$ cat src/rtl/masked_and_tree.sv
// masked_and_tree: first-order (2-share, DOM-independent) masked AND of N operands, W bits each.
// Latency: L = ceil(log2(N)) cycles, one register stage per tree level; results are unmasked as o_Y0 ^ o_Y1.
// Backpressure: none. The pipeline advances every cycle, and data stages load whether or not the slot is valid.
//
// Ports:
//   clk, rst         rising-edge clock, synchronous active-high reset
//   i_valid          an operand/randomness set is presented this cycle
//   i_A0, i_A1       share 0 / share 1 of the operands; operand k = [k*W +: W]
//   i_r              fresh randomness; gadget g (breadth-first numbering) uses [g*W +: W]
//   o_valid          o_Y0/o_Y1 hold the result of the set accepted L cycles earlier
//   o_Y0, o_Y1       output shares of the AND of all N operands
module masked_and_tree #(
   parameter int N = 3,
   parameter int W = 1
) (
   input  logic                 clk,
   input  logic                 rst,
   input  logic                 i_valid,
   input  logic [N*W-1:0]       i_A0,
   input  logic [N*W-1:0]       i_A1,
   input  logic [(N-1)*W-1:0]   i_r,
   output logic                 o_valid,
   output logic [W-1:0]         o_Y0,
   output logic [W-1:0]         o_Y1
);

   localparam int L = $clog2(N);

   // Number of nodes entering tree level lvl.
   function automatic int node_cnt(input int lvl);
      int c = N;
      for (int k = 0; k < lvl; k++) c = (c + 1) / 2;
      return c;
   endfunction

   // Index of the first gadget at tree level lvl (breadth-first numbering).
   function automatic int gadget_base(input int lvl);
      int c = N;
      int b = 0;
      for (int k = 0; k < lvl; k++) begin
         b = b + c / 2;
         c = (c + 1) / 2;
      end
      return b;
   endfunction

   if (N < 2 || N > 8) begin : g_bad_n
      $error("masked_and_tree: N must be in 2..8");
   end

   // Valid shift register, L deep.
   logic [L-1:0] vld_q;

   always_ff @(posedge clk) begin
      if (rst) begin
         vld_q <= '0;
      end else begin
         vld_q[0] <= i_valid;
         for (int k = 1; k < L; k++) vld_q[k] <= vld_q[k-1];
      end
   end

   for (genvar lv = 0; lv < L; lv++) begin : g_lvl
      localparam int CI = node_cnt(lv);   // nodes in
      localparam int CO = (CI + 1) / 2;   // nodes out
      localparam int NG = CI / 2;         // gadgets at this level
      localparam int GB = gadget_base(lv);

      logic [CI*W-1:0] x0, x1;            // input shares of this level
      logic [NG*W-1:0] r_cur;             // randomness belonging to this level's transaction
      logic [NG*W-1:0] p0_d, p1_d, c0_d, c1_d;
      logic [NG*W-1:0] p0_q, p1_q, c0_q, c1_q;
      logic [CO*W-1:0] y0, y1;            // output shares of this level

      if (lv == 0) begin : g_in
         assign x0    = i_A0;
         assign x1    = i_A1;
         assign r_cur = i_r[GB*W +: NG*W];
      end else begin : g_in
         // This level's randomness is captured at acceptance and delayed lv
         // cycles, so it meets exactly the data of the same transaction.
         logic [NG*W-1:0] rd_q [lv];

         always_ff @(posedge clk) begin
            if (rst) begin
               for (int k = 0; k < lv; k++) rd_q[k] <= '0;
            end else begin
               rd_q[0] <= i_r[GB*W +: NG*W];
               for (int k = 1; k < lv; k++) rd_q[k] <= rd_q[k-1];
            end
         end

         assign x0    = g_lvl[lv-1].y0;
         assign x1    = g_lvl[lv-1].y1;
         assign r_cur = rd_q[lv-1];
      end

      // DOM gadgets: inner-domain products and re-masked cross terms are all
      // registered before recombination, so no cross-domain term leaves
      // this stage unregistered.
      always_comb begin
         p0_d = '0;
         p1_d = '0;
         c0_d = '0;
         c1_d = '0;
         for (int j = 0; j < NG; j++) begin
            p0_d[j*W +: W] = x0[2*j*W +: W] & x0[(2*j+1)*W +: W];
            p1_d[j*W +: W] = x1[2*j*W +: W] & x1[(2*j+1)*W +: W];
            c0_d[j*W +: W] = (x0[2*j*W +: W] & x1[(2*j+1)*W +: W]) ^ r_cur[j*W +: W];
            c1_d[j*W +: W] = (x1[2*j*W +: W] & x0[(2*j+1)*W +: W]) ^ r_cur[j*W +: W];
         end
      end

      always_ff @(posedge clk) begin
         if (rst) begin
            p0_q <= '0;
            p1_q <= '0;
            c0_q <= '0;
            c1_q <= '0;
         end else begin
            p0_q <= p0_d;
            p1_q <= p1_d;
            c0_q <= c0_d;
            c1_q <= c1_d;
         end
      end

      if (CI % 2 == 1) begin : g_pass
         // Odd leftover node rides through this stage unchanged.
         logic [W-1:0] pt0_q, pt1_q;

         always_ff @(posedge clk) begin
            if (rst) begin
               pt0_q <= '0;
               pt1_q <= '0;
            end else begin
               pt0_q <= x0[(CI-1)*W +: W];
               pt1_q <= x1[(CI-1)*W +: W];
            end
         end

         assign y0 = {pt0_q, p0_q ^ c0_q};
         assign y1 = {pt1_q, p1_q ^ c1_q};
      end else begin : g_nopass
         assign y0 = p0_q ^ c0_q;
         assign y1 = p1_q ^ c1_q;
      end
   end

   assign o_valid = vld_q[L-1];
   assign o_Y0    = g_lvl[L-1].y0;
   assign o_Y1    = g_lvl[L-1].y1;

endmodule

$ cat config.mk
export PLATFORM = sky130hd
export DESIGN_NAME = masked_and_tree
export DESIGN_NICKNAME = d
export VERILOG_FILES = /design/src/rtl/masked_and_tree.sv
export SDC_FILE = /design/constraint.sdc
export NUM_CORES = 1
export LEC_CHECK = 0
export ABC_AREA = 1
export ABC_CLOCK_PERIOD_IN_PS = 1000
export BUFFER_PORTS_ARGS = -buffer_cell sky130_fd_sc_hd__buf_2
export CAP_MARGIN = 20
export CORE_AREA = 2 2 39 41
export CTS_CLUSTER_SIZE = 8
export DETAILED_ROUTE_END_ITERATION = 10
export DIE_AREA = 0 0 41 43
export HOLD_SLACK_MARGIN = 0.02
export PLACE_DENSITY_LB_ADDON = 0.25
export SLEW_MARGIN = 20
export SYNTH_ARGS = -nofsm -noshare
export SYNTH_HDL_FRONTEND = slang
export SYNTH_SLANG_ARGS = --single-unit
$ cat constraint.sdc
create_clock -name clk -period 1 [get_ports clk]
set_clock_uncertainty 0.1 [all_clocks]
set_input_delay 0.2 -clock clk [delete_from_list [all_inputs] [get_ports clk]]
set_output_delay 0.2 -clock clk [all_outputs]
set_load 0.05 [all_outputs]
# == Yosys cells after proc, flatten, opt, wreduce, memory -nomap -nowiden ==
# Memories as Yosys holds them, arrays and structs flattened.
# Cells that the tools add are included.
# classes
mux,5
bitwise_logic,16
n_reduce_logical,1
# op_table
cell,n
1-bit AND,8
1-bit XOR,8
1-bit 2-to-1 mux,5
1-bit OR reduction,1
# word_totals
register_bits,12
mem_bits_rw,1
output_inout_bits,3
elab_cells,34
mem_count,1
# mem_list
memory,words,width,read_ports,rd_ports_with_merged_regs,write_ports,line,text
g_lvl[1].g_in.rd_q,1,1,1,0,1,82,logic [NG*W-1:0] rd_q [lv];

# == Depth between registers and ports, before layout ==
# Gate-level depths: netlist of run 1.
# depth
depth_word,3
ltp_mapped,6

# == Least setup slack after synthesis of run 1 ==
# OpenSTA, ideal clock, no wires.
# synth_path
path_type,flip-flop to output port
from,register g_lvl[1].p0_q
to,output o_Y0
t_arrival_ns,1.065
t_required_ns,0.700
slack_ns,-0.365
stages_incl_launch_ff,2
n_path_buf,0
path_cell_list,dfxtp_1 xor2_1
# synth_between
elab_chain_len,1
# synth_lines
item,line,text
from (decl),72,"logic [NG*W-1:0] p0_q, p1_q, c0_q, c1_q;"
from (signal assigned),121,p0_q <= p0_d;
1-bit XOR,145,assign y0 = p0_q ^ c0_q;
to (decl),23,"output logic [W-1:0] o_Y0,"
# Every way passes these cells.

# == Worst setup path after layout of run 1 ==
# layout_path
from,register g_lvl[1].c0_q
to,output o_Y0
# layout_between
elab_chain_len,1
# layout_lines
item,line,text
from (decl),72,
from (signal assigned),118,c0_q <= '0;
from (signal assigned),123,c0_q <= c0_d;
1-bit XOR,145,
# Every way passes these cells.

==> results.yml, run 1 <==
sta:
  setup_viol: 3
  worst_pin_slew_ns: 0.183
  drv_slew: 0
  rsz0062_at_grt: "yes"
  setup_ws_ns: -0.259
  relSlewSlack_pct: 87.8
  fin_crit_sh_pct: 126
  final_hold_viol_count: 0
  period_minus_slack_ns: 1.26
  fmax_ghz: 0.794
  setup_tns_ns: -0.535
power:
  power_frac_comb_pct: 14.0
  switchingPower_uw: 259
  p_per_area_nw_per_um2: 1530
  power_frac_seq_pct: 55.3
  power_switching_share_pct: 25.4
  irDropWorstVdd_uv: 683
  power_leakage_uw: 0.000327
  intPower_uw: 759
  clkPwrFrac_pct: 30.7
logic_synthesis:
  synth_cell_types: 13
  ys_ff_latch: 13
  synth.yosys.seq_area_share_pct: 52.5
  syn-mean-instance-area_sq_um: 7.86
  ys.warnings.count: 0
  ys_top_cells_by_area: "dfxtp_1, inv_1, nor2_1"
  yosysTopAreaCellShare_pct: 52.5
  syn_area_sq_um: 495
  syn_inst: 63
  syn-num-nets: 74
  yosys.area.top_type: "dfxtp_1"
place:
  gp_congestion: 0.753
  io_buffers: 13
  place_area_sq_um: 612
  place_hpwl_microns: 573
  dpl_worst_slack_ns: -0.0483
worst_setup_path:
  regToRegSetupSlack_ns: 0.14
  rr_worst_depth: 6
  required_ns: 0.70
  crit_path_start_kind: "flip-flop"
  startpoint: "g_lvl[1].c0_q"
  crit_path_end_kind: "output pin"
  cp_max_fo: 1
  critPathKind: "reg -> out"
  r2r_start: "g_lvl[0].p1_q"
  rr_endpoint: "g_lvl[1].c1_q"
  crit_end: "o_Y0"
  critPathArrivalTime_ns: 0.96
cells_and_area:
  syn2layout_area_growth_pct: 34.6
  regArea_sq_um: 272
  fin_area_sq_um: 667
  final_util_pct: 48.2
  num_antenna_cells: 0
  multi_input_area_sq_um: 209
  num-fill-cells: 140
  nets: 91
  drive_gt1_share_pct: 35.4
drt:
  remaining_drc_errors: 0
  drt-total-wl_microns: 730
  firstDrtPassIters: 2
  wl_per_cell_microns: 7.68
  viasPerCell: 4.36
  dr.first_iter.drc_count: 4
  num_vias: 414
  drtAntennaViolNets: 0
min_path:
  hp-class: "in -> reg"
  whs_path_depth: 3
global_routing:
  grt_pass1_vias: 352
  gr-usage-all-layers_pct: 11.2
  overflow: 0
  grt_pass1_wl_microns: 1280
  grt_max_degree: 11
  antenna_found_initial: 0
floorplan:
  dieArea_sq_um: 1760
  dieHeight_microns: 43
  initial_utilization_pct: 35.8
  rows: 14
  die_w_microns: 41
  io_pins: 14
  core_area_sq_um: 1380
clock_tree:
  cts_buffers: 3
  cts_buffer_depth: 2
  cts-root-buf: "clkbuf_4"
  htreeDepth: 1
  cts_tree: "built"
  insertion_delay_ns: 0.27
  clock_sinks: 13
  path_clk_slew_ns: 0.08
run_status:
  status: "finished with violations"
  violations: "negative setup slack"
run:
  timing.max_cap.violations: 0
power by group through the flow:
stage | registers [uW] | logic, uW | clock network [uW]
detailed placement | 577 | 129 | 0
CTS | 565 | 141 | 324
global placement | 576 | 126 | 0
finish | 563 | 143 | 312
global route | 566 | 160 | 355
floorplan | 580 | 91.3 | 0
repair_timing:
| item | in CTS | in global routing |
|---|---|---|
| pin swaps | 2 | 1 |
| resized for setup | 8 | 2 |
| hold buffers | 0 | 0 |
| endpoints found under the setup margin | 3 | 3 |
| setup buffers | 0 | 0 |
registers in the layout (all words and copies together) (netlist names):
| register | cells |
|---|---|
| g_lvl.g_in.rd_q | 1 |
| g_lvl.c0_q | 2 |
| g_lvl.g_pass.pt0_q | 1 |
| vld_q | 2 |
| g_lvl.p0_q | 2 |
| g_lvl.p1_q | 2 |
| g_lvl.c1_q | 2 |
| g_lvl.g_pass.pt1_q | 1 |
through the flow:
| stage | power, uW | hold WS (ns) | std cells |
|---|---|---|---|
| after floorplan | 671 | 0.207 | 63 |
| after global routing | 1080 | 0.0219 | 95 |
| after CTS | 1030 | 0.0239 | 95 |
| after detailed placement | 706 | 0.298 | 91 |
| after global placement | 702 | 0.292 | 91 |
| final | 1020 | 0.0284 | 95 |
per-layer routing:
layer	track usage, %	up-vias	part of all wire (%)
li1	-	220	-
met1	10.6	178	39
met2	17.2	12	51
met3	4.71	4	6.2
met4	10.0	0	3.4
met5	0	-	0
synth_stat cells:
cell type  number
dfxtp_1        13
nand2_1        10
nand4_1         2
nand3_1         2
nor2_1         11
inv_1          13
xor2_1          2
buf_6           1
inv_2           1
o21ai_1         2
nand2_2         2
a21oi_1         2
nand3_2         2
layout by cell type (no fill, tap or decap), types with 3 or more instances in the layout:
cell	synthesis	layout
clkbuf_4	0	3
dfxtp_2	0	3
inv_1	13	13
buf_2	0	10
nand2_1	10	10
nor2_1	11	11
dfxtp_1	13	8
worst max-delay path, cell delays in order, from the launching register on:
cell and delay, ns:
dfxtp_4 0.36, xor2_4 0.17, buf_6 0.15
worst min-delay path by stage:
| stage | from | to | slack, ns |
|---|---|---|---|
| floorplan | i_A0[2] | g_lvl[0].g_pass.pt0_q | 0.21 |
| global placement | vld_q[0] | vld_q[1] | 0.29 |
| detailed placement | vld_q[0] | vld_q[1] | 0.30 |
| CTS | i_r[1] | g_lvl[1].g_in.rd_q[0] | 0.02 |
| global route | i_r[1] | g_lvl[1].g_in.rd_q[0] | 0.02 |
| finish | i_r[1] | g_lvl[1].g_in.rd_q[0] | 0.03 |
cells by family (layout without fill, tap and decap cells):
group                  Yosys count  in the layout  share of synthesized area (%)
AO/OA/AOI/OAI                    4              4                           4.04
flip-flops                      13             13                           52.5
XOR/XNOR                         2              2                           3.54
buffers and inverters           15             31                           12.9
AND/OR/NAND/NOR                 29             29                           27.0
layout make-up:
class	count	share of cell area [%]
Tap cell	16	3.00
Timing Repair Buffer	13	13.1
Sequential cell	13	40.7
Inverter	14	7.88
Clock buffer	4	3.94
Multi-Input combinational cell	35	31.3
No activity file was read; power rests on OpenSTA's default activity.
==> inputs of run 2 (changes only) <==
--- a/config.mk
+++ b/config.mk
@@ -6,13 +6,14 @@
 export NUM_CORES = 1
 export LEC_CHECK = 0
 export ABC_AREA = 1
-export ABC_CLOCK_PERIOD_IN_PS = 1000
+export ABC_CLOCK_PERIOD_IN_PS = 1100
 export BUFFER_PORTS_ARGS = -buffer_cell sky130_fd_sc_hd__buf_2
 export CAP_MARGIN = 20
-export CORE_AREA = 2 2 39 41
+export CELL_PAD_IN_SITES_DETAIL_PLACEMENT = 1
+export CELL_PAD_IN_SITES_GLOBAL_PLACEMENT = 2
+export CORE_UTILIZATION = 23
 export CTS_CLUSTER_SIZE = 8
 export DETAILED_ROUTE_END_ITERATION = 10
-export DIE_AREA = 0 0 41 43
 export HOLD_SLACK_MARGIN = 0.02
 export PLACE_DENSITY_LB_ADDON = 0.25
 export SLEW_MARGIN = 20
==> constraint.sdc (replaced) <==
create_clock -name clk -period 1.1 [get_ports clk]
set_clock_uncertainty 0.1 [all_clocks]
set_input_delay 0.22 -clock clk [delete_from_list [all_inputs] [get_ports clk]]
set_output_delay 0.22 -clock clk [all_outputs]
set_load 0.05 [all_outputs]
==> run 2 against run 1 <==
- the run still ends with negative setup slack left
- clock power fell by 9.3%
- largest cell class unchanged
- register-to-register slack improved by 0.10 ns
- die area rose by 33%
- sequential power fell by 8.9%
==> results.yml, run 2 (synthesized netlist as in run 1, its figures left out) <==
global_routing:
  overflow: 0
  grt_pass1_wl_microns: 1480
  grt_pass1_vias: 386
  grt_max_degree: 9
  gr-usage-all-layers_pct: 8.66
  antenna_found_initial: 0
worst_setup_path:
  slowest_stage: "dfxtp_2"
  startpoint: "g_lvl[1].c0_q"
  regToRegSetupSlack_ns: 0.24
  slowest_delay_ns: 0.37
  required_ns: 0.78
  crit_chain: "xor2_4, buf_6"
  critPathArrivalTime_ns: 0.95
  crit_path_start_kind: "flip-flop"
  r2r_start: "g_lvl[0].p0_q"
  cp_max_fo: 1
  crit_end: "o_Y0"
  rr_endpoint: "g_lvl[1].c0_q"
  rr_worst_depth: 6
  crit_path_end_kind: "output pin"
  critPathKind: "reg -> out"
drt:
  firstDrtPassIters: 2
  wl_per_cell_microns: 7.76
  num_vias: 414
  drtAntennaViolNets: 0
  remaining_drc_errors: 0
  drt-total-wl_microns: 830
  dr.first_iter.drc_count: 2
  viasPerCell: 3.87
sta:
  worst_pin_slew_ns: 0.138
  drv_slew: 0
  fmax_ghz: 0.789
  setup_viol: 2
  setup_ws_ns: -0.168
  rsz0062_at_grt: "yes"
  final_hold_viol_count: 0
  relSlewSlack_pct: 90.8
  period_minus_slack_ns: 1.27
  fin_crit_sh_pct: 115
  setup_tns_ns: -0.333
floorplan:
  dieArea_sq_um: 2340
  die_w_microns: 48.4
  io_pins: 14
  dieHeight_microns: 48.4
  rows: 16
  core_area_sq_um: 2000
  initial_utilization_pct: 24.7
power:
  power_switching_share_pct: 25.4
  power_leakage_uw: 0.000330
  power_frac_comb_pct: 14.1
  switchingPower_uw: 235
  clkPwrFrac_pct: 30.5
  p_per_area_nw_per_um2: 1360
  intPower_uw: 691
  power_frac_seq_pct: 55.4
  irDropWorstVdd_uv: 442
  total_power_uw: 926
place:
  io_buffers: 13
  dp_cells: 103
  gp_congestion: 0.619
  place_hpwl_microns: 691
clock_tree:
  cts_buffers: 3
  clock_sinks: 13
  insertion_delay_ns: 0.27
  cts-root-buf: "clkbuf_4"
  cts_buffer_depth: 2
  htreeDepth: 1
  cts_tree: "built"
  post_cts_buffers: 0
  path_clk_slew_ns: 0.07
cells_and_area:
  syn2layout_area_growth_pct: 37.6
  num-fill-cells: 255
  finalNonFillerCells: 107
  nets: 92
  layout_commonest_cell: "inv_1"
  multi_input_area_sq_um: 209
  regArea_sq_um: 269
  layout_common_cells: "inv_1, nor2_1, nand2_1, buf_2, dfxtp_1"
  num_antenna_cells: 0
  drive_gt1_share_pct: 36.3
min_path:
  hp-class: "in -> reg"
run:
  timing.max_cap.violations: 0
run_status:
  status: "finished with violations"
  violations: "negative setup slack"
[run 2: cell types whose count changed in the layout (fill, tap and decap cells not counted), sizes merged]
cell,previous run,this run
buf,13,14
[run 2: cell type report]
type	instances	area share, %
multi-input combinational	35	30.6
timing repair buffer	14	13.4
sequential	13	39.4
tap	27	4.95
inverter	14	7.71
clock buffer	4	3.85
[run 2: power by group through the flow]
| stage | Clock [uW] | Combinational (uW) | Sequential (uW) |
|---|---|---|---|
| after floorplan | 0 | 83.6 | 526 |
| after global placement | 0 | 121 | 523 |
| after detailed placement | 0 | 122 | 524 |
| after CTS | 304 | 133 | 515 |
| after global routing | 333 | 146 | 516 |
| final | 283 | 131 | 513 |
[run 2: timing repair]
item	CTS	global route
pin swaps	1	1
hold buffers	0	0
gates resized for setup	11	1
setup endpoints to repair	3	3
[run 2: worst min-delay path by stage]
stage                        start               endpoint  slack, ns  cells past startpoint
after CTS                  i_valid               vld_q[0]       0.04                      3
after global placement    vld_q[0]               vld_q[1]       0.29                      2
after detailed placement  vld_q[0]               vld_q[1]       0.31                      2
after floorplan            i_A0[2]  g_lvl[0].g_pass.pt0_q       0.23                      2
final                          rst          g_lvl[0].p0_q       0.05                      2
after global routing           rst          g_lvl[0].p0_q       0.04                      2
[run 2: per-layer routing]
layer | global-route usage (%) | routed length, microns | up-vias
met5 | 0 | 0 | -
met4 | 8.82 | 28 | 0
met3 | 1.89 | 37 | 4
met2 | 14.3 | 425 | 12
met1 | 8.79 | 338 | 178
li1 | - | - | 220
[run 2: critical path, delay by kind of cell (launching register included)]
| family | cells | cell delay [ns] |
|---|---|---|
| buffers and inverters | 1 | 0.17 |
| XOR/XNOR | 1 | 0.14 |
| flip-flops | 1 | 0.37 |
[run 2: stage by stage]
stage          setup slack (ns)  hold WS, ns  utilization, %  area (sq um)
6_report                 -0.168       0.0502            34.1           682
5_1_grt                  -0.216       0.0371            34.1           682
4_1_cts                  -0.185       0.0419            33.9           679
3_5_place_dp            -0.0144        0.313            31.4           628
3_3_place_gp           -0.00831        0.293            31.4           628
2_1_floorplan            0.0304        0.227               -           533
==> inputs of run 3 (changes only) <==
--- a/config.mk
+++ b/config.mk
@@ -11,10 +11,11 @@
 export CAP_MARGIN = 20
 export CELL_PAD_IN_SITES_DETAIL_PLACEMENT = 1
 export CELL_PAD_IN_SITES_GLOBAL_PLACEMENT = 2
+export CORE_MARGIN = 1
 export CORE_UTILIZATION = 23
 export CTS_CLUSTER_SIZE = 8
 export DETAILED_ROUTE_END_ITERATION = 10
-export HOLD_SLACK_MARGIN = 0.02
+export HOLD_SLACK_MARGIN = 0.15
 export PLACE_DENSITY_LB_ADDON = 0.25
 export SLEW_MARGIN = 20
 export SYNTH_ARGS = -nofsm -noshare
==> run 3 against run 2 <==
- the run still ends with negative setup slack left
- cell area is 15% higher
- critical path depth unchanged
- global-route usage up 1.3 points
- wire length is 15% higher
- sequential cell count did not move
- worst setup slack is essentially flat
- clock power about the same
- sequential share of layout area decreased by 5.0 points
- critical path type unchanged
- critical endpoint unchanged
- largest power group unchanged
==> results.yml, run 3 (synthesized netlist as in run 1, its figures left out) <==
run_status:
  status: "finished with violations"
  violations: "negative setup slack"
place:
  io_buffers: 13
  place_area_sq_um: 628
  dpl_worst_slack_ns: -0.0144
  place_hpwl_microns: 691
  dp_cells: 103
  gp_congestion: 0.619
sta:
  setup_tns_ns: -0.335
  drv_slew: 0
  rsz0062_at_grt: "yes"
  worst_pin_slew_ns: 0.138
  final_hold_viol_count: 0
  fmax_ghz: 0.789
  setup_viol: 2
  relSlewSlack_pct: 90.8
  fin_crit_sh_pct: 115
  setup_ws_ns: -0.168
  period_minus_slack_ns: 1.27
clock_tree:
  cts-root-buf: "clkbuf_4"
  path_clk_slew_ns: 0.07
  post_cts_buffers: 0
  clock_sinks: 13
  cts_tree: "built"
  cts_buffer_depth: 2
  cts_buffers: 3
  insertion_delay_ns: 0.27
  htreeDepth: 1
min_path:
  hp-class: "reg -> reg"
  min-delay-start: "vld_q[0]"
power:
  irDropWorstVdd_uv: 460
  p_per_area_nw_per_um2: 1220
  power_leakage_uw: 0.000371
drt:
  wl_per_cell_microns: 8.17
  firstDrtPassIters: 2
  viasPerCell: 3.87
  dr.first_iter.drc_count: 2
  drt-total-wl_microns: 956
  drtAntennaViolNets: 0
  remaining_drc_errors: 0
  num_vias: 453
floorplan:
  dieHeight_microns: 48.4
  dieArea_sq_um: 2340
  core_area_sq_um: 2000
  rows: 16
  io_pins: 14
  die_w_microns: 48.4
  initial_utilization_pct: 24.7
cells_and_area:
  multi_input_area_sq_um: 209
  layout_common_cells: "inv_1, nor2_1, nand2_1, dlygate4sd3_1, buf_2"
  syn2layout_area_growth_pct: 57.8
  num_antenna_cells: 0
  layout_commonest_cell: "inv_1"
  nets: 102
  regArea_sq_um: 269
  finalNonFillerCells: 117
  drive_gt1_share_pct: 33.3
  fin_area_sq_um: 782
  num-fill-cells: 250
worst_setup_path:
  regToRegSetupSlack_ns: 0.24
  crit_path_end_kind: "output pin"
  critPathKind: "reg -> out"
  cp_max_fo: 1
  critPathArrivalTime_ns: 0.95
  crit_path_start_kind: "flip-flop"
  required_ns: 0.78
  r2r_start: "g_lvl[0].p0_q"
  startpoint: "g_lvl[1].c0_q"
global_routing:
  grt_pass1_wl_microns: 1730
  grt_max_degree: 9
  overflow: 0
  grt_pass1_vias: 461
  antenna_found_initial: 0
  gr-usage-all-layers_pct: 9.99
run:
  timing.max_cap.violations: 0
## run 3: final cells by class
cell class                      instances  share of cell area [%]
Sequential cell                        13                    34.4
Inverter                               14                    6.72
Timing Repair Buffer                   24                    24.5
Clock buffer                            4                    3.36
Tap cell                               27                    4.32
Multi-Input combinational cell         35                    26.7
## run 3: repair_timing
action,4_1_cts,5_1_grt
endpoints found under the hold margin,10,0
gates resized for setup,11,2
endpoints found under the setup margin,3,5
pin swaps,1,1
hold buffers,10,0
## run 3: power by group
part,internal (uW),switching (uW),total (uW)
Sequential,494,18.7,513
Clock,140,143,284
Combinational,80.1,79.5,160
## run 3: worst max-delay path, cell delays in order, from the launching register on
cell and delay (ns):
dfxtp_2 0.37, xor2_4 0.14, buf_6 0.17
## run 3: stage by stage
stage | total power [uW] | hold slack (ns) | util [%]
2_1_floorplan | 610 | 0.227 | -
3_3_place_gp | 645 | 0.293 | 31.4
3_5_place_dp | 646 | 0.313 | 31.4
4_1_cts | 979 | 0.317 | 38.9
5_1_grt | 1030 | 0.327 | 39.1
6_report | 956 | 0.305 | 39.1
## run 3: path summary, 6_finish.rpt
kind | depth (start not counted) | end
worst max-delay path | 2 | o_Y0
worst min-delay path | 2 | vld_q[1]
worst max register to register | 6 | g_lvl[1].c0_q
worst min register to register | 2 | vld_q[1]
## run 3: per-layer routing
metal | track usage, % | vias to the layer above | part of all wire (%)
met4 | 8.82 | 0 | 2.9
met3 | 1.89 | 4 | 2.8
met5 | 0 | - | 0
li1 | - | 240 | -
met1 | 9.18 | 197 | 38
met2 | 18.5 | 12 | 56
